### src/rtl/mc_ctrl_fsm.sv
// Multicycle MIPS-style control unit: Moore-decoded datapath controls,
// sticky illegal-opcode trap and a wrapping retired-instruction counter.
module mc_ctrl_fsm (
  input  logic        clk,
  input  logic        rst_n,
  input  logic [5:0]  Op,
  input  logic        Zero,
  input  logic        MemRdy,
  output logic        PCWrite,
  output logic        IorD,
  output logic        MRead,
  output logic        MWrite,
  output logic        IRWrite,
  output logic        RegDs,
  output logic        MtoR,
  output logic        Urw,
  output logic        ALUsrcA,
  output logic [1:0]  ALUsrcB,
  output logic [2:0]  AOp,
  output logic        PCSrc,
  output logic        Trap,
  output logic [15:0] InstrCnt
);

  localparam int unsigned CNT_W = 16;

  localparam logic [5:0] OP_RTYPE = 6'b000000;
  localparam logic [5:0] OP_LW    = 6'b100011;
  localparam logic [5:0] OP_SW    = 6'b101011;
  localparam logic [5:0] OP_BEQ   = 6'b000100;
  localparam logic [5:0] OP_ADDI  = 6'b001000;
  localparam logic [5:0] OP_ANDI  = 6'b001100;
  localparam logic [5:0] OP_ORI   = 6'b001101;
  localparam logic [5:0] OP_SLTI  = 6'b001010;

  localparam logic [2:0] AOP_RFN = 3'b010;
  localparam logic [2:0] AOP_ADD = 3'b011;
  localparam logic [2:0] AOP_SUB = 3'b001;
  localparam logic [2:0] AOP_AND = 3'b101;
  localparam logic [2:0] AOP_OR  = 3'b110;
  localparam logic [2:0] AOP_SLT = 3'b100;

  typedef enum logic [3:0] {
    IDLE   = 4'd0,
    FETCH  = 4'd1,
    DECODE = 4'd2,
    MEMADR = 4'd3,
    MEMRD  = 4'd4,
    MEMWR  = 4'd5,
    MEMWB  = 4'd6,
    REXEC  = 4'd7,
    RWB    = 4'd8,
    IEXEC  = 4'd9,
    IWB    = 4'd10,
    BRANCH = 4'd11,
    TRAP   = 4'd12
  } state_t;

  state_t           state_q;
  state_t           state_d;
  logic             run_q;
  logic             retire;
  logic [CNT_W-1:0] instr_cnt;

  // Reset deasserts synchronously: IDLE holds one extra edge so the first
  // FETCH lands on the second rising edge after rst_n rises.
  always_ff @(posedge clk or negedge rst_n) begin
    if (!rst_n) run_q <= 1'b0;
    else        run_q <= 1'b1;
  end

  always_ff @(posedge clk or negedge rst_n) begin
    if (!rst_n) state_q <= IDLE;
    else        state_q <= state_d;
  end

  always_ff @(posedge clk or negedge rst_n) begin
    if (!rst_n)      instr_cnt <= '0;
    else if (retire) instr_cnt <= instr_cnt + CNT_W'(1);
  end

  assign InstrCnt = instr_cnt;

  // Next-state, Moore outputs and retire strobe
  always_comb begin
    state_d = state_q;
    retire  = 1'b0;
    PCWrite = 1'b0;
    IorD    = 1'b0;
    MRead   = 1'b0;
    MWrite  = 1'b0;
    IRWrite = 1'b0;
    RegDs   = 1'b0;
    MtoR    = 1'b0;
    Urw     = 1'b0;
    ALUsrcA = 1'b0;
    ALUsrcB = 2'b00;
    AOp     = 3'b000;
    PCSrc   = 1'b0;
    Trap    = 1'b0;
    case (state_q)
      IDLE: begin
        if (run_q) state_d = FETCH;
      end
      FETCH: begin
        MRead   = 1'b1;
        ALUsrcB = 2'b01;
        AOp     = AOP_ADD;
        IRWrite = MemRdy;
        PCWrite = MemRdy;
        if (MemRdy) state_d = DECODE;
      end
      DECODE: begin
        ALUsrcB = 2'b11;
        AOp     = AOP_ADD;
        case (Op)
          OP_RTYPE:                         state_d = REXEC;
          OP_LW, OP_SW:                     state_d = MEMADR;
          OP_BEQ:                           state_d = BRANCH;
          OP_ADDI, OP_ANDI, OP_ORI, OP_SLTI: state_d = IEXEC;
          default:                          state_d = TRAP;
        endcase
      end
      MEMADR: begin
        ALUsrcA = 1'b1;
        ALUsrcB = 2'b10;
        AOp     = AOP_ADD;
        case (Op)
          OP_LW:   state_d = MEMRD;
          OP_SW:   state_d = MEMWR;
          default: state_d = TRAP;
        endcase
      end
      MEMRD: begin
        MRead = 1'b1;
        IorD  = 1'b1;
        if (MemRdy) state_d = MEMWB;
      end
      MEMWR: begin
        MWrite = 1'b1;
        IorD   = 1'b1;
        if (MemRdy) begin
          state_d = FETCH;
          retire  = 1'b1;
        end
      end
      MEMWB: begin
        Urw     = 1'b1;
        MtoR    = 1'b1;
        state_d = FETCH;
        retire  = 1'b1;
      end
      REXEC: begin
        ALUsrcA = 1'b1;
        AOp     = AOP_RFN;
        state_d = RWB;
      end
      RWB: begin
        Urw     = 1'b1;
        RegDs   = 1'b1;
        state_d = FETCH;
        retire  = 1'b1;
      end
      IEXEC: begin
        ALUsrcA = 1'b1;
        ALUsrcB = 2'b10;
        case (Op)
          OP_ADDI: AOp = AOP_ADD;
          OP_ANDI: AOp = AOP_AND;
          OP_ORI:  AOp = AOP_OR;
          OP_SLTI: AOp = AOP_SLT;
          default: AOp = 3'b000;
        endcase
        state_d = IWB;
      end
      IWB: begin
        Urw     = 1'b1;
        state_d = FETCH;
        retire  = 1'b1;
      end
      BRANCH: begin
        ALUsrcA = 1'b1;
        AOp     = AOP_SUB;
        PCSrc   = 1'b1;
        PCWrite = Zero;
        state_d = FETCH;
        retire  = 1'b1;
      end
      TRAP: begin
        Trap = 1'b1;
      end
      default: state_d = IDLE;
    endcase
  end

endmodule

### config.mk
export PLATFORM = sky130hd
export DESIGN_NAME = mc_ctrl_fsm
export DESIGN_NICKNAME = d
export VERILOG_FILES = /design/src/rtl/mc_ctrl_fsm.sv
export SDC_FILE = /design/constraint.sdc
export NUM_CORES = 1
export LEC_CHECK = 0
export CAP_MARGIN = 10
export CORE_ASPECT_RATIO = 1.1
export CORE_MARGIN = 2
export CORE_UTILIZATION = 47
export CTS_BUF_LIST = sky130_fd_sc_hd__clkbuf_8 sky130_fd_sc_hd__clkbuf_16
export CTS_CLUSTER_DIAMETER = 150
export DETAILED_ROUTE_END_ITERATION = 6
export HOLD_SLACK_MARGIN = 0.08
export PLACE_DENSITY = 0.8
export SYNTH_ARGS = -nofsm -noshare
export SYNTH_HDL_FRONTEND = slang
export SYNTH_SLANG_ARGS = --single-unit
### constraint.sdc
create_clock -name clk -period 1.9 [get_ports clk]
set_input_delay 0.475 -clock clk [delete_from_list [all_inputs] [get_ports clk]]
set_output_delay 0.475 -clock clk [all_outputs]
set_load 0.1 [all_outputs]
==> results by stage, run 1 <==
Die:
- The chip width is 55.9 µm.
- 42 I/O pins were placed.
- The floorplan has 20 rows.
- From bottom edge to top edge, the die measures 61.1 µm.
- The starting utilization of the core area is 49.8%.

Logic synthesis:
- Among all flip-flop cells after synthesis, the most frequent one is sky130_fd_sc_hd__dfrtp_1.
- The fraction of synthesis flops using an asynchronous set or reset pin is 100%.
- In this run, synthesis produced a sequential element count of 21.
- Yosys printed 0 warnings.
- The synthesized design contains 0 enable-type register cells.
- The netlist area before placement is 1400 µm².
- Counting every instance in the synthesized netlist gives 161.
- Synthesis produced a netlist with a net count of 172.
- The share of the Yosys chip area taken by registers is 37.7%.
- In this run the mean area of a mapped cell was 8.67 µm².
- The number of library cell types mapped by synthesis is 45.

Placement:
- The number of input and output port buffers inserted is 41.
- The HPWL reported at the end of detailed placement is 3.56 mm.
- The routability-driven placement congestion ratio is 0.939.
- The placed instances occupy a cell area of 2510 µm².

CTS:
- The number of levels in the clock H-tree is 1.
- The number of buffers inserted during clock tree synthesis is 3.
- The clock passes through at most 2 buffers.
- Clock tree synthesis found a total of 21 sinks.
- The number of hold buffers added after CTS was 0.
- The cell chosen for the clock root is sky130_fd_sc_hd__clkbuf_8.

Status:
- The first error in the log reads "[ERROR DPL-0038] Utilization greater than 100%, impossible to legalize".
- The run stopped with a tool error.
- The last stage reached is 5_1_grt.

Timing:
- The worst-path endpoint after global-route repair_timing is ALUsrcB[0].
- After the last repair the worst path ends at an output port.

GRT:
- Entering global routing, the biggest net connects 22 pins.
[Yosys cell counts (2+ instances only)]
cell                        n  share of area, %
sky130_fd_sc_hd__nor2b_1    5               2.2
sky130_fd_sc_hd__a21oi_1    9               3.2
sky130_fd_sc_hd__o21ai_0    5               1.8
sky130_fd_sc_hd__nor4_1     4               1.8
sky130_fd_sc_hd__and2_1     3               1.3
sky130_fd_sc_hd__a21o_1     2               1.1
sky130_fd_sc_hd__nand3_1    6               2.2
sky130_fd_sc_hd__nand2b_1   5               2.2
sky130_fd_sc_hd__buf_2      2              0.72
sky130_fd_sc_hd__inv_1      4               1.1
sky130_fd_sc_hd__mux2_2     2               1.6
sky130_fd_sc_hd__nor3_1     6               2.2
sky130_fd_sc_hd__buf_6      2               1.6
sky130_fd_sc_hd__and3_1     4               1.8
sky130_fd_sc_hd__xor2_1     6               3.8
sky130_fd_sc_hd__dfrtp_1   21                38
sky130_fd_sc_hd__nor2_1    13               3.5
sky130_fd_sc_hd__nand2_1   14               3.8
sky130_fd_sc_hd__buf_1      2              0.54
sky130_fd_sc_hd__xnor2_1   10               6.3
sky130_fd_sc_hd__clkbuf_1   4               1.1
sky130_fd_sc_hd__a211oi_1   4               2.2
sky130_fd_sc_hd__nand4_1    6               2.7
[stage by stage]
| stage | hold slack, ps | setup WS, ps | cells |
|---|---|---|---|
| CTS | 536 | -159 | 267 |
| detailed placement | 519 | -573 | 253 |
| global placement | 511 | -536 | 253 |
| floorplan | 179 | -520 | 161 |
[cells by family after synthesis]
kind of cell / count (synthesis) / share of synthesized area (%)
simple gates: 74 / 28.9
compound gates: 32 / 15.6
flops: 21 / 37.7
xor+xnor: 16 / 10.0
buf+inv: 14 / 5.02
mux: 2 / 1.61
fa+ha+maj: 1 / 0.897
other cells: 1 / 0.269
[what timing repair did]
action,in CTS
pin swaps,8
buffers inserted,10
resized for setup,46
hold endpoints to repair,0
endpoints found under the setup margin,19
==> inputs of run 2 (changes only) <==
- CORE_AREA: not set -> 2 2 63 65
- CORE_ASPECT_RATIO: 1.1 -> not set
- CORE_MARGIN: 2 -> not set
- CORE_UTILIZATION: 47 -> not set
- CTS_BUF_LIST: sky130_fd_sc_hd__clkbuf_8 sky130_fd_sc_hd__clkbuf_16 -> not set
- CTS_CLUSTER_DIAMETER: 150 -> not set
- DIE_AREA: not set -> 0 0 65 67
- HOLD_SLACK_MARGIN: 0.08 -> not set
- PLACE_DENSITY: 0.8 -> not set
- PLACE_DENSITY_LB_ADDON: not set -> 0.15
==> run 2 against run 1 <==
Against the previous run:
- the flow now finishes, with violations (setup timing)
- synthesized area unchanged
- synthesized cell count unchanged
==> results by stage, run 2 <==
Status:
- Outcome: finished, violations left (was stopped before the end).
- The final reports fail on setup timing.

Routing:
- The first detailed-routing pass ran for 4 iterations.
- The number of vias after detailed routing is 1534.
- The wire length after detailed routing is 4.55 mm.
- The DRC marker count from the first detailed-route iteration is 66.
- The post-detailed-route wirelength per cell is 16.0 µm.
- After detailed routing, the number of vias per cell comes to 5.38.
- For this run, design rule violations remaining after detail routing come to 0.
- The post-route antenna net violation count is 0.

Worst setup path:
- Counting both buffers and inverters, the worst setup path holds a total of 2.
- The slowest cell on the critical path is sky130_fd_sc_hd__dfrtp_2.
- The worst setup path is launched from a flip-flop.
- The largest fanout of any net on the critical path is 7.
- The worst setup path category is flip-flop to output port.
- Measured in cells, the most critical reg-to-reg path has a length of 7.
- The arrival time at the worst endpoint is 1560 ps.
- The worst setup path is captured at an output port.
- The required time of the worst setup path is 1420 ps.
- The count of cell instances traversed by the critical path is 6.
- Grouping stages by cell kind, the critical path spends the most delay in flip-flops.
- The critical path goes through buf_4 > nand2b_2 > nand2_1 > a21oi_1 > a21o_2 > buf_12.
- The delay of the slowest critical-path stage is 470 ps.

Logic synthesis:
- The share of synthesized area occupied by flip-flops and latches is 37.7% (unchanged).
- The most common cell in the synthesized netlist is sky130_fd_sc_hd__dfrtp_1 (unchanged).
- The netlist area before placement is 1400 µm² (unchanged).
- The cell type with the largest total area after synthesis is sky130_fd_sc_hd__dfrtp_1 (unchanged).
- The post-synthesis area per instance was 8.67 µm² (unchanged).
- The number of standard cells after synthesis came to 161 (unchanged).
- The synthesized netlist net count is 172 (unchanged).
- The flip-flop cell with the highest count after synthesis is sky130_fd_sc_hd__dfrtp_1 (unchanged).
- The count of flip-flops with a built-in enable after synthesis is 0 (unchanged).
- The fraction of synthesis flops using an asynchronous set or reset pin was 100% (unchanged).
- The area share of the leading cell type in the synthesized netlist is 37.7% (unchanged).
- The number of library cell types mapped by synthesis was 45 (unchanged).
- The total number of yosys warnings came to 0 (unchanged).
- Most frequent cells after synthesis: sky130_fd_sc_hd__dfrtp_1, sky130_fd_sc_hd__nand2_1, sky130_fd_sc_hd__nor2_1 (unchanged).
- The flip-flop and latch count after synthesis is 21 (unchanged).
- Biggest area contributors in the synthesized netlist: sky130_fd_sc_hd__dfrtp_1, sky130_fd_sc_hd__xnor2_1, sky130_fd_sc_hd__nand2_1 (unchanged).

Power and ir drop:
- Per report_power, the combinational group accounts for 9.2% of the total.
- Of the total power, the share spent switching nets is 22.1%.
- Internal power comes to 0.636 mW.
- Overall power consumption after layout is estimated at 0.816 mW.
- In this run, the clock network consumes 35.9% of the power.
- The share of total power dissipated in sequential elements is 54.9%.
- The ratio of total power to cell area is 295 nW/µm².
- The peak ir drop on the vdd network is 0.323 mV.
- Summed over all nets, the switching power comes to 0.181 mW.
- The analysis attributes to cell leakage a power of 1.18 nW.

Die:
- The number of top-level pins was 42 (unchanged).
- The chip height came to 67 µm (was 61.1 µm).
- The die covers 4360 µm².
- The chip width is 65 µm (was 55.9 µm).
- The starting utilization of the core area was 38.7% (was 49.8%).
- The number of cell rows is 22 (was 20).
- The area inside the core boundary is 3610 µm².

CTS:
- The insertion delay of the later-clocked pin in the worst-skew pair is 260 ps.
- The maximum clock path buffer count is 2 (unchanged).
- The clock-pin slew on the worst setup and hold paths is 80 ps.
- The count of clock tree sinks was 21 (unchanged).
- The CTS tree is done.
- The cell chosen for the clock root is sky130_fd_sc_hd__clkbuf_8 (unchanged).
- The number of buffers inserted during clock tree synthesis is 3 (unchanged).
- The number of levels in the clock H-tree was 1 (unchanged).

GRT:
- The initial antenna violation count is 0.
- The first-pass GRT wire length is 7.11 mm.
- The global-route congestion overflow total is 0.
- The number of global-route vias before repair is 1529.
- For this run, the total global-route usage over all layers was measured as 21.1%.
- The maximum number of pins on one net before global-route repair is 22.

Placement:
- The number of input and output port buffers inserted came to 41 (unchanged).
- The routability-driven placement congestion ratio is 0.861 (was 0.939).
- The placement-stage worst setup slack is -546 ps (was -573 ps).
- The HPWL reported at the end of detailed placement is 3.19 mm (was 3.56 mm).

Final layout:
- The final-layout fill cell count is 227.
- The number of flip-flops under the largest register name is 16.
- The commonest non-fill, non-tap cell in the layout is sky130_fd_sc_hd__buf_4.
- In the layout the commonest cells are sky130_fd_sc_hd__buf_4, sky130_fd_sc_hd__buf_12, sky130_fd_sc_hd__dfrtp_2.
- The area growth from synthesis to layout is 98.2%.
- The number of antenna diodes is 0.
- At the end of the flow, the number of nets in the layout was 249.
- The layout cell share with drive strength beyond 1 is 56.1%.

Timing:
- Setup violations remaining at the end of the flow were counted as 9.
- In the finished design, the share of the clock period the worst path needs comes to 107%.
- The least setup slack across all paths after layout is -132 ps.
- The routed design could run at a clock period as short as 2030 ps.
- Setup repair after global routing could not meet its margin everywhere.
- The number of hold violations in the final report is 0.
- Static timing analysis puts the maximum clock frequency at 492 MHz.
- The number of pins with negative max-slew slack in the final report was 0.
- For the final database, setup skew stands at 7.87 ps.

Hold path:
- The worst hold path belongs to the class flip-flop to flip-flop.
- Along the worst hold path, the cell count comes to 1.

Flow run:
- Across the run, the number of max-cap violations was 0.
run 2: cell counts after synthesis:
No cell type changed its count.
run 2: metrics by stage:
stage	hold slack [ps]	area, µm²	setup TNS, ps	instances	util (%)
4_1_cts	517	2660	-840	278	73.8
3_5_place_dp	507	2530	-2390	269	70.3
3_3_place_gp	503	2530	-2060	269	70.3
2_1_floorplan	179	1660	-1610	161	-
6_report	520	2770	-722	285	76.7
5_1_grt	542	2770	-1550	285	76.7
run 2: repair_timing:
action                                  4_1_cts  5_1_grt
pin swaps                                     6        8
endpoints found under the setup margin       16       18
buffers inserted                              5        6
resized for setup                            37       16
hold buffers                                  0        0
cloned                                        0        1
run 2: final timing paths:
| path | from | end | slack (ps) |
|---|---|---|---|
| max | state_q[2]$_DFFE_PN0P_ | AOp[1] | -130 |
| min | InstrCnt[9]$_DFFE_PN0P_ | InstrCnt[9]$_DFFE_PN0P_ | 520 |
| max reg2reg | state_q[2]$_DFFE_PN0P_ | InstrCnt[13]$_DFFE_PN0P_ | 30 |
| min reg2reg | InstrCnt[9]$_DFFE_PN0P_ | InstrCnt[9]$_DFFE_PN0P_ | 520 |
| max in group asynchronous | rst_n | state_q[1]$_DFFE_PN0P_ | 1120 |
| min in group asynchronous | rst_n | InstrCnt[9]$_DFFE_PN0P_ | 540 |
run 2: cell families (layout without fill, tap and decap cells):
logic type / Yosys count / after routing / share of synthesized area, %
flops: 21 / 21 / 37.7
mux: 2 / 2 / 1.61
fa+ha+maj: 1 / 1 / 0.897
simple gates: 74 / 74 / 28.9
other cells: 1 / 1 / 0.269
xor+xnor: 16 / 16 / 10.0
compound gates: 32 / 32 / 15.6
buf+inv: 14 / 90 / 5.02
run 2: cell type report:
type                       instances  area, µm²  share of cell area (%)
inverter                           4       20.0                   0.724
sequential                        21        541                    19.5
multi-input combinational        126       1040                    37.6
clock buffer                       4       45.0                    1.63
timing repair buffer              82       1060                    38.3
tap                               48       60.1                    2.17
run 2: routing by layer:
layer	vias up	track usage (%)	wire [µm]
li1	728	-	-
met1	748	26.9	1900
met2	48	35.7	2350
met3	10	4.90	222
met4	0	6.12	75
met5	-	0	0
run 2: power groups by stage:
stage | Sequential (mW) | Combinational [mW] | Clock [mW]
6_report | 0.448 | 0.0748 | 0.293
2_1_floorplan | 0.457 | 0.0192 | 0
4_1_cts | 0.448 | 0.0748 | 0.301
3_5_place_dp | 0.457 | 0.0760 | 0
5_1_grt | 0.448 | 0.0818 | 0.324
3_3_place_gp | 0.457 | 0.0731 | 0
Power figures use the tool's default switching activity.
==> inputs of run 3 (changes only) <==
- PLACE_DENSITY_LB_ADDON: 0.15 -> 0.1
==> run 3 against run 2 <==
Against the previous run:
- the run still ends with setup timing left
- first-iteration DRC count increased by 17%
- total power shrank 0.53%
- non-clock buffer count grew 4
- via count up 2.9%
- worst hold slack lost 1.4 ps
- combinational power is essentially flat
- clock-buffer cell count stayed put
- fmax is 1.5% lower
- clock power is 1% lower
- register-to-register slack got worse by 40 ps
- critical endpoint unchanged
- largest power group unchanged
- highest routed layer unchanged
==> results by stage, run 3 (synthesis gave the netlist of run 2 again) <==
Timing:
- The number of pins with negative max-slew slack in the final report was 0 (unchanged).
- The number of hold violations in the final report is 0 (unchanged).
- The shortest period the worst path allows is 2060 ps (was 2030 ps).
- Setup repair after global routing missed its margin: true (unchanged).
- The post-route setup TNS came to -1150 ps (was -722 ps).
- The least setup slack across all paths after layout is -162 ps (was -132 ps).
- The worst clock skew came to 2.27 ps (was 7.87 ps).
- The final number of setup-violating endpoints came to 16 (was 9).
- The part of the cycle the worst path needs is 109% (was 107%).
- The highest clock rate is 485 MHz (was 492 MHz).

Worst setup path:
- The number of cells traversed by the worst register-to-register path came to 8 (was 7).
- The largest fanout of any net on the critical path was 8 (was 7).
- The required time of the worst setup path is 1420 ps (about the same).
- Critical-path cell list: buf_6 > nor4_4 > a21o_2 > buf_12 (was buf_4 > nand2b_2 > nand2_1 > a21oi_1 > a21o_2 > buf_12).
- The delay of the slowest critical-path stage is 500 ps (was 470 ps).
- The arrival time at the worst endpoint came to 1590 ps (was 1560 ps).
- The worst setup path category is flip-flop to output port (unchanged).
- The slowest cell on the critical path is sky130_fd_sc_hd__dfrtp_2 (unchanged).
- The origin of the critical flop-to-flop path is state_q[0]$_DFFE_PN0P_ (was state_q[2]$_DFFE_PN0P_).
- The endpoint kind of the worst setup timing path is an output port (unchanged).
- The source of the critical timing path is state_q[2]$_DFFE_PN0P_ (unchanged).
- The startpoint class of the critical path is a flip-flop (unchanged).

Routing:
- The length of the first detailed-routing pass in iterations is 5 (was 4).
- The DRC marker count from the first detailed-route iteration came to 77 (was 66).
- The number of vias after detailed routing is 1578 (was 1534).
- The wire length after detailed routing is 4.86 mm (was 4.55 mm).
- The post-detailed-route wirelength per cell is 16.8 µm (was 16.0 µm).
- The post-route DRC violation count was 0 (unchanged).
- The post-route antenna net violation count is 0 (unchanged).
- The average vias per placed instance is 5.46 (was 5.38).

Placement:
- The placement-stage worst setup slack is -575 ps (was -546 ps).
- The HPWL reported at the end of detailed placement came to 3.11 mm (was 3.19 mm).
- The number of input and output port buffers inserted is 41 (unchanged).
- The placed cell area was 2530 µm² (about the same).
- The number of cells in the design after placement is 267 (was 269).
- The routability-driven placement congestion ratio is 0.828 (was 0.861).

GRT:
- The number of global-route vias before repair is 1506 (was 1529).
- The overall fraction of global-route tracks in use is 21.0% (was 21.1%).
- The maximum number of pins on one net before global-route repair is 22 (unchanged).
- The global-route congestion overflow total came to 0 (unchanged).
- The first-pass GRT wire length is 7.18 mm (was 7.11 mm).
- The initial antenna violation count is 0 (unchanged).

Power and ir drop:
- The power dissipated by switching net loads came to 0.178 mW (was 0.181 mW).
- The share of total power in the clock network is 35.6% (was 35.9%).
- The portion of total power attributed to sequential cells is 55.2% (was 54.9%).
- The internal power contribution is 0.634 mW (was 0.636 mW).
- The ratio of total power to cell area is 281 nW/µm² (was 295 nW/µm²).
- The leakage dissipation is 1.26 nW (was 1.18 nW).
- The switching portion of total power is 21.9% (was 22.1%).
- The logic gate share of total power is 9.2% (about the same).
- The peak ir drop on the vdd network came to 0.444 mV (was 0.323 mV).

Hold path:
- The startpoint of the tightest hold check path was InstrCnt[9]$_DFFE_PN0P_ (unchanged).
- The number of cells on the worst hold path came to 1 (unchanged).
- The type of the tightest min-delay check was flip-flop to flip-flop (unchanged).

Die:
- The area inside the core boundary is 3610 µm² (unchanged).
- The number of top-level pins is 42 (unchanged).
- The starting utilization of the core area is 38.7% (unchanged).
- The number of cell rows came to 22 (unchanged).
- The chip height is 67 µm (unchanged).
- The chip width was 65 µm (unchanged).
- The area enclosed by the die boundary is 4360 µm² (unchanged).

CTS:
- The CTS tree is done (unchanged).
- The number of levels in the clock H-tree is 1 (unchanged).
- The count of clock tree sinks is 21 (unchanged).
- The cell chosen for the clock root is sky130_fd_sc_hd__clkbuf_8 (unchanged).
- The number of buffers inserted during clock tree synthesis was 3 (unchanged).
- The clock-pin slew on the worst setup and hold paths was 70 ps (was 80 ps).
- The maximum clock path buffer count is 2 (unchanged).
- The insertion delay of the later-clocked pin in the worst-skew pair was 260 ps (about the same).

Final layout:
- The area growth from synthesis to layout is 107% (was 98.2%).
- The commonest non-fill, non-tap cell in the layout is sky130_fd_sc_hd__buf_12 (was sky130_fd_sc_hd__buf_4).
- The final-layout fill cell count was 221 (was 227).
- The post-layout instance area is 2890 µm² (was 2770 µm²).
- The final design utilization is 80.2% (was 76.7%).
- The number of flip-flops under the largest register name is 16 (unchanged).
- The layout cell share with drive strength beyond 1 is 57.7% (was 56.1%).
- The post-layout net count is 253 (was 249).
- Most used cells in the layout excluding fill and tap cells: sky130_fd_sc_hd__buf_12, sky130_fd_sc_hd__buf_4, sky130_fd_sc_hd__dfrtp_2 (was sky130_fd_sc_hd__buf_4, sky130_fd_sc_hd__buf_12, sky130_fd_sc_hd__dfrtp_2).
- The post-route non-filler standard cell count is 289 (was 285).
- The number of antenna diodes was 0 (unchanged).

Flow run:
- The number of max-cap violations is 0 (unchanged).

Status:
- Outcome: finished, violations left (unchanged).
- Failing checks: setup timing (unchanged).
==> run 3: cell count changes in the layout (fill, tap and decap cells not counted), moves of 2 or more <==
cell	before	now
sky130_fd_sc_hd__buf_6	6	11
sky130_fd_sc_hd__buf_12	32	35
sky130_fd_sc_hd__buf_4	33	30
sky130_fd_sc_hd__nor2b_2	2	0
sky130_fd_sc_hd__nor2b_4	2	4
==> run 3: critical path, delay by kind of cell, from the launching register on <==
| family | cells | cell delay, ps |
|---|---|---|
| buf+inv | 2 | 340 |
| compound gates | 1 | 190 |
| flops | 1 | 500 |
| simple gates | 1 | 290 |
==> run 3: per-stage QoR <==
stage          total power [mW]  hold WS, ps
2_1_floorplan             0.476          179
3_3_place_gp              0.529          501
3_5_place_dp              0.532          515
4_1_cts                   0.815          525
5_1_grt                   0.846          541
6_report                  0.812          519
==> run 3: final timing paths <==
check	slack (ps)	endpoint
min in group asynchronous	560	InstrCnt[12]$_DFFE_PN0P_
min	520	InstrCnt[9]$_DFFE_PN0P_
max	-160	AOp[1]
min reg2reg	520	InstrCnt[9]$_DFFE_PN0P_
max in group asynchronous	1100	InstrCnt[2]$_DFFE_PN0P_
max reg2reg	-10	InstrCnt[6]$_DFFE_PN0P_
==> run 3: timing repair <==
item | CTS | global route
gates cloned | 0 | 1
buffers inserted | 6 | 12
resized for setup | 49 | 22
hold buffers | 0 | 0
pin swaps | 8 | 12
hold endpoints to repair | 0 | 0
endpoints found under the setup margin | 16 | 24
==> run 3: power groups by stage <==
| stage | logic, mW | clock network (mW) | registers, mW |
|---|---|---|---|
| finish | 0.0747 | 0.289 | 0.448 |
| global route | 0.0812 | 0.317 | 0.448 |
| CTS | 0.0742 | 0.293 | 0.448 |
| detailed placement | 0.0745 | 0 | 0.457 |
| global placement | 0.0717 | 0 | 0.457 |
| floorplan | 0.0192 | 0 | 0.457 |
==> run 3: final cells by class <==
class	count	area (µm²)	share of cell area, %
timing repair buffer	86	1140	39.4
multi-input combinational	126	1090	37.7
sequential	21	541	18.7
tap	48	60.1	2.08
clock buffer	4	45.0	1.56
inverter	4	17.5	0.606
==> run 3: routing by layer <==
layer	track usage (%)	vias to the layer above	part of all wire, %
li1	-	738	-
met1	26.7	766	40
met2	37.6	58	53
met3	3.72	16	4.7
met4	3.99	0	2.1
met5	0	-	0
==> inputs of run 4 (changes only) <==
- ABC_AREA: not set -> 0
==> results of run 4 <==
Same layout as run 3: the final DEF is identical, and so are final timing and power.
